## src/rtl/minimac2_tx.sv

```systemverilog
// minimac2 transmit engine: streams a frame from the TX buffer RAM onto MII as
// preamble/SFD followed by data nibbles, then holds off for the inter-frame gap.
module minimac2_tx (
  input  logic        sys_clk,
  input  logic        sys_rst_n,
  input  logic        tx_start,
  input  logic [10:0] tx_count,
  output logic        tx_done,
  output logic [10:0] txb_adr,
  input  logic [7:0]  txb_dat,
  input  logic        tx_ce,
  output logic        phy_tx_en,
  output logic [3:0]  phy_tx_data
);

  // state    | meaning
  // ---------+--------------------------------------------------
  // IDLE     | waiting for tx_start with a non-zero byte count
  // PREAMBLE | 15 x 0x5 nibbles then the 0xD SFD nibble
  // DATA     | one byte per two strobes, low nibble first
  // IFG      | 24 strobes with phy_tx_en low, then tx_done
  typedef enum logic [1:0] {
    IDLE     = 2'd0,
    PREAMBLE = 2'd1,
    DATA     = 2'd2,
    IFG      = 2'd3
  } state_t;

  state_t      state;
  logic [10:0] remaining;
  logic [3:0]  pre_cnt;
  logic        phase;
  logic [4:0]  ifg_cnt;

  always_ff @(posedge sys_clk) begin
    if (!sys_rst_n) begin
      state       <= IDLE;
      remaining   <= 11'd0;
      pre_cnt     <= 4'd0;
      phase       <= 1'b0;
      ifg_cnt     <= 5'd0;
      txb_adr     <= 11'd0;
      tx_done     <= 1'b0;
      phy_tx_en   <= 1'b0;
      phy_tx_data <= 4'd0;
    end else begin
      tx_done <= 1'b0;
      case (state)
        IDLE: begin
          if (tx_start && (tx_count != 11'd0)) begin
            remaining <= tx_count;
            txb_adr   <= 11'd0;
            pre_cnt   <= 4'd15;
            state     <= PREAMBLE;
          end
        end

        PREAMBLE: begin
          if (tx_ce) begin
            phy_tx_en <= 1'b1;
            if (pre_cnt == 4'd0) begin
              phy_tx_data <= 4'hD;
              phase       <= 1'b0;
              state       <= DATA;
            end else begin
              phy_tx_data <= 4'h5;
              pre_cnt     <= pre_cnt - 4'd1;
            end
          end
        end

        DATA: begin
          // txb_adr only moves on the high nibble; the strobe spacing gives
          // the synchronous RAM time to present the next byte.
          if (tx_ce) begin
            if (!phase) begin
              phy_tx_data <= txb_dat[3:0];
              phase       <= 1'b1;
            end else begin
              phy_tx_data <= txb_dat[7:4];
              phase       <= 1'b0;
              txb_adr     <= txb_adr + 11'd1;
              remaining   <= remaining - 11'd1;
              if (remaining == 11'd1) begin
                ifg_cnt <= 5'd23;
                state   <= IFG;
              end
            end
          end
        end

        IFG: begin
          if (tx_ce) begin
            phy_tx_en   <= 1'b0;
            phy_tx_data <= 4'd0;
            if (ifg_cnt == 5'd0) begin
              tx_done <= 1'b1;
              state   <= IDLE;
            end else begin
              ifg_cnt <= ifg_cnt - 5'd1;
            end
          end
        end

        default: state <= IDLE;
      endcase
    end
  end

endmodule

```

## config.mk

```make
export PLATFORM = sky130hd
export DESIGN_NAME = minimac2_tx
export DESIGN_NICKNAME = d
export VERILOG_FILES = /design/src/rtl/minimac2_tx.sv
export SDC_FILE = /design/constraint.sdc
export NUM_CORES = 1
export LEC_CHECK = 0
export BUFFER_PORTS_ARGS = -buffer_cell sky130_fd_sc_hd__buf_4
export CORE_ASPECT_RATIO = 1.1
export CORE_UTILIZATION = 35
export DETAILED_ROUTE_END_ITERATION = 7
export PLACE_DENSITY = 0.6
export SKIP_CTS_REPAIR_TIMING = 1
export SYNTH_ARGS = -nofsm -noshare
export SYNTH_HDL_FRONTEND = slang
export SYNTH_SLANG_ARGS = --single-unit
export TNS_END_PERCENT = 100
```

## constraint.sdc

```tcl
create_clock -name sys_clk -period 2.3 [get_ports sys_clk]
set_input_delay 0.115 -clock sys_clk [delete_from_list [all_inputs] [get_ports sys_clk]]
set_output_delay 0.115 -clock sys_clk [all_outputs]
set_load 0.02 [all_outputs]
```

* Word-level counts from Yosys, hierarchy flattened
Index checks and enable logic that the tools add are counted. Widths: inputs -> output; s select.
Word-level totals: bits in registers 40
Operators by class: add/subtract/negate cells 4, equal/unequal tests 14, multiplexer cells 42, reductions and logical operators 19
Operators by type and width (count):
- $mux 11 | 6
- $pmux 11 s2 | 2
- $mux 4 | 8
- $mux 5 | 5
- $ne 2x2->1 const B | 10
- $mux 2 | 8
- $reduce_and 4->1 | 4
- $pmux 4 s3 | 1
- $add 11x1->11 const B | 1
- $eq 11x1->1 const B | 1
- $reduce_bool 11->1 | 1
- $sub 11x1->11 const B | 1
- $pmux 5 s2 | 1
- $reduce_bool 2->1 | 5
- $pmux 2 s4 | 1
- $pmux 4 s2 | 1
- $reduce_and 8->1 | 1
- $mux 1 | 7
- $reduce_and 3->1 | 2
- $reduce_and 6->1 | 1
- $logic_not 5->1 | 1
- $sub 5x1->5 const B | 1
- $eq 2x2->1 const B | 2
- $logic_not 4->1 | 1
- 6 further kinds | 7

* Longest topological paths before layout
depth in word-level cells 5, mapped depth 8

* Worst setup path after synthesis
OpenSTA, ideal clock, no wires.
path kind register -> register, start reg state[0], end reg ifg_cnt[2], setup time 115 ps, arrival 1635 ps, path slack 550 ps, stages on the path, launching flop included 9, path buffers 1, path through dfxtp_1 > inv_1 > ha_1 > clkbuf_8 > and2b_2 > a41oi_4 > nor3_2 > xor2_1 > o21a_1
On the way: cells in the longest elaborated chain, start to end 3, elaborated cells between the ends (all ways) 10
Ends and longest elaborated chain:
- from (decl) | RTL line 29 | state_t state;
- from (signal assigned) | RTL line 37 | state <= IDLE;
- from (signal assigned) | RTL line 54 | state <= PREAMBLE;
- from (signal assigned) | RTL line 64 | state <= DATA;
- $eq 2x2->1 | RTL line 48 | case (state)
- $ne 2x2->1 (no source line) or $reduce_bool 2->1 (tied branches)
- $reduce_and 6->1 (no source line)
- to (signal assigned) | RTL line 100 | ifg_cnt <= ifg_cnt - 5'd1;
- to (decl) | RTL line 33 | logic [4:0] ifg_cnt;
Parallel ways exist; a longest one is shown, timed or not. A chain may end at the register's enable or synchronous reset.

* Final worst setup path
start reg state[1], end reg state[0]
On the way: cells in the longest elaborated chain, start to end 3, elaborated cells between the ends (all ways) 14
Ends and longest elaborated chain (RTL line):
- $eq 2x2->1 (tied with other cells) | 48
- $ne 2x2->1 (no source line)
- $reduce_and 8->1 (no source line)
Parallel ways exist; a longest one is shown, timed or not.

==> flow_summary.json <==
{
  "start_kind": "flip-flop",
  "r2r_slack_ns": 0.31,
  "final_cells": 413,
  "clkLatencyLatePin_ns": 0.29,
  "synthFlopType": "dfxtp_1",
  "ant_nets": 0,
  "cts_made_buffers": 5,
  "drc": 0,
  "synth.mux.area_fraction_pct": 2.506,
  "regArea_sq_um": 800.8,
  "power.density_nw_per_um2": 1001,
  "maxCapViolCount": 0,
  "post-synth-top-area-fraction_pct": 32.74,
  "first_iter_violations": 63,
  "max_clock_freq_mhz": 502.6,
  "yosys.area_share.simple_pct": 28.29,
  "cp_data_required_time_ns": 2.47,
  "cts_tree": "done",
  "hold-path-endpoint": "pre_cnt[3]",
  "grt_pass1_wl_um": 9639,
  "rr_startpoint": "state[1]",
  "synth_area_sq_um": 2446,
  "gp_congestion": 0.8094,
  "synth_edf_count": 0,
  "drt-wirelength-per-cell_um": 13.87,
  "cp-end-kind": "flip-flop",
  "die-area_sq_um": 7328,
  "hold_depth": 3,
  "syn_area_per_cell_sq_um": 8.435,
  "track_usage_pct": 17.02,
  "vias": 2170,
  "slew_viol_final": 0,
  "viasPerCell": 5.254,
  "synthDistinctLibCells": 63,
  "peakVddDrop_mv": 0.5089,
  "grt_antenna_before_repair": 0,
  "syn-num-nets": 324,
  "hold_viol": 0,
  "numPortBuffers": 39,
  "drive_gt1_share_pct": 21.75,
  "crit_type": "flip-flop to flip-flop",
  "status": "completed",
  "fin_crit_sh_pct": 86.50,
  "antenna_cells": 0,
  "synth.top_cells.by_area": "dfxtp_1, ha_1, nand2_1",
  "cts_root_buf": "clkbuf_8",
  "synth_fa_ha_area_share_pct": 5.627,
  "synth_compound_area_share_pct": 20.00,
  "async_flop_share_pct": 0,
  "rsz0062_at_grt": "no",
  "max-slew-margin-rel_pct": 53.51,
  "placedCellCount": 405,
  "r2r-end": "state[0]",
  "firstDrtPassIters": 4,
  "finalClockSkew_ns": 0.006034,
  "die_w_um": 81.71,
  "ys_warn_count": 0,
  "clkSlewWorstSetupHoldPaths_ns": 0.08,
  "hp-start": "tx_start",
  "drt-total-wl_um": 5730,
  "setup_viol": 0,
  "hold_class": "primary input to flip-flop",
  "ys_ff_latch": 40,
  "multiInputGateArea_sq_um": 1505,
  "synth_top_family_by_area": "simple AND/OR/NAND/NOR gates",
  "area_growth_pct": 18.72,
  "nNetsFinal": 364,
  "cts-htree-levels": 2,
  "syn_inst": 290,
  "grt_pass1_vias": 2070,
  "fin_crit_ns": 1.990,
  "p_leak_nw": 1.127,
  "initial_core_util_pct": 36.67,
  "hpwl_um": 4267,
  "rows": 31,
  "cp_max_fo": 10,
  "ys_seq_area_share_pct": 32.74,
  "clockBufferDepth": 2,
  "cts_sinks": 40,
  "grt_max_degree": 19,
  "reg2reg_depth": 7,
  "ios": 40,
  "worstPathArrival_ns": 2.16,
  "tns_ns": 0,
  "yosys.area_share.xor_xnor_pct": 4.655,
  "die_h_um": 89.68,
  "fillers": 679,
  "coreArea_sq_um": 6671,
  "yosysTopAreaCell": "dfxtp_1",
  "tightest_slew_ns": 0.6920,
  "grt_overflow_total": 0
}
-- area by class of cell --
type                    instances  share of cell area [%]
well taps                      82                   3.533
inverters                      16                   2.068
repair buffers                 46                   11.89
flip-flops and latches         40                   27.57
clock buffers                   8                   3.102
multi-input cells             221                   51.83
-- cell usage after synthesis, types with 4 or more instances --
cell      instances
o32ai_1           4
dfxtp_1          40
nor2b_1           5
nand2_1          33
nor2_1           29
mux2i_1           5
a21oi_1          20
nand3_1           8
a211oi_1          6
clkbuf_1          7
o21ai_0          11
xnor2_1           4
inv_1            15
xor2_1            9
o22ai_1           4
nand4_1           7
ha_1             11
nor3_1            8
-- cell families after synthesis --
group	after synthesis
compound gates	69
fa+ha+maj	11
xor+xnor	13
mux	6
flops	40
simple gates	122
buf+inv	29
-- layer usage --
layer  part of all wire (%)  GRT usage (%)  vias to the layer above
li1                       -              -                     1119
met1                     48          22.63                      991
met2                     46          27.27                       54
met3                    5.3          4.040                        6
met4                   0.92          5.104                        0
met5                      0              0                        -
-- flip-flops by register name, summed over array words and instances, names as in the netlist --
register     flops
state            2
tx_done          1
phy_tx_data      4
ifg_cnt          5
pre_cnt          4
txb_adr         11
phase            1
remaining       11
phy_tx_en        1
-- report_power, final --
part	switching [mW]	internal (mW)
sequential	0.148	0.837
combinational	0.846	0.594
clock	0.238	0.245
total	1.23	1.68
-- cell usage in the layout (no fill, tap or decap), types with 3 or more instances in the layout --
master and instances:
nor3_1 8, xnor2_1 4, nor4b_1 3, buf_4 46, nand2_1 33, nor2b_1 5
ha_1 11, o32ai_1 4, nand4_1 7, nand2b_1 3, a22oi_1 3, o21ai_0 11
clkbuf_8 6, a211oi_1 6, a21oi_1 20, inv_1 15, nor2_1 29, xor2_1 9
dfxtp_1 40, mux2i_1 5, nor3_2 3, o22ai_1 4, nand3_1 8
-- worst max-delay path, stage by stage (launching register included) --
cell,delay [ns]
dfxtp_1,0.38
inv_1,0.10
ha_1,0.27
nor2b_1,0.23
a41oi_4,0.34
inv_1,0.14
o41ai_1,0.33
a21oi_1,0.08
-- metrics by stage --
| step | util [%] | setup WS, ns | power, mW | hold slack, ns | instance area, sq um |
|---|---|---|---|---|---|
| 6_report | 43.53 | 0.3104 | 2.908 | 0.1225 | 2904 |
| 5_1_grt | 43.53 | 0.05784 | 3.175 | 0.1544 | 2904 |
| 4_1_cts | 43.36 | 0.2654 | 2.917 | 0.1179 | 2893 |
| 3_5_place_dp | 42.01 | 0.2822 | 2.422 | 0.4190 | 2803 |
| 3_3_place_gp | 42.01 | 0.3811 | 2.414 | 0.4219 | 2803 |
| 2_1_floorplan | - | 0.5504 | 2.069 | 0.2810 | 2446 |
-- how the worst max path moves through the flow --
stage | start | endpoint | cells past startpoint
final | state[1] | state[0] | 7
after global routing | state[0] | state[0] | 7
after CTS | state[1] | state[0] | 7
after detailed placement | state[1] | state[0] | 7
after global placement | state[0] | state[1] | 7
after floorplan | state[0] | ifg_cnt[2] | 8
No activity file was read; power rests on OpenSTA's default activity.
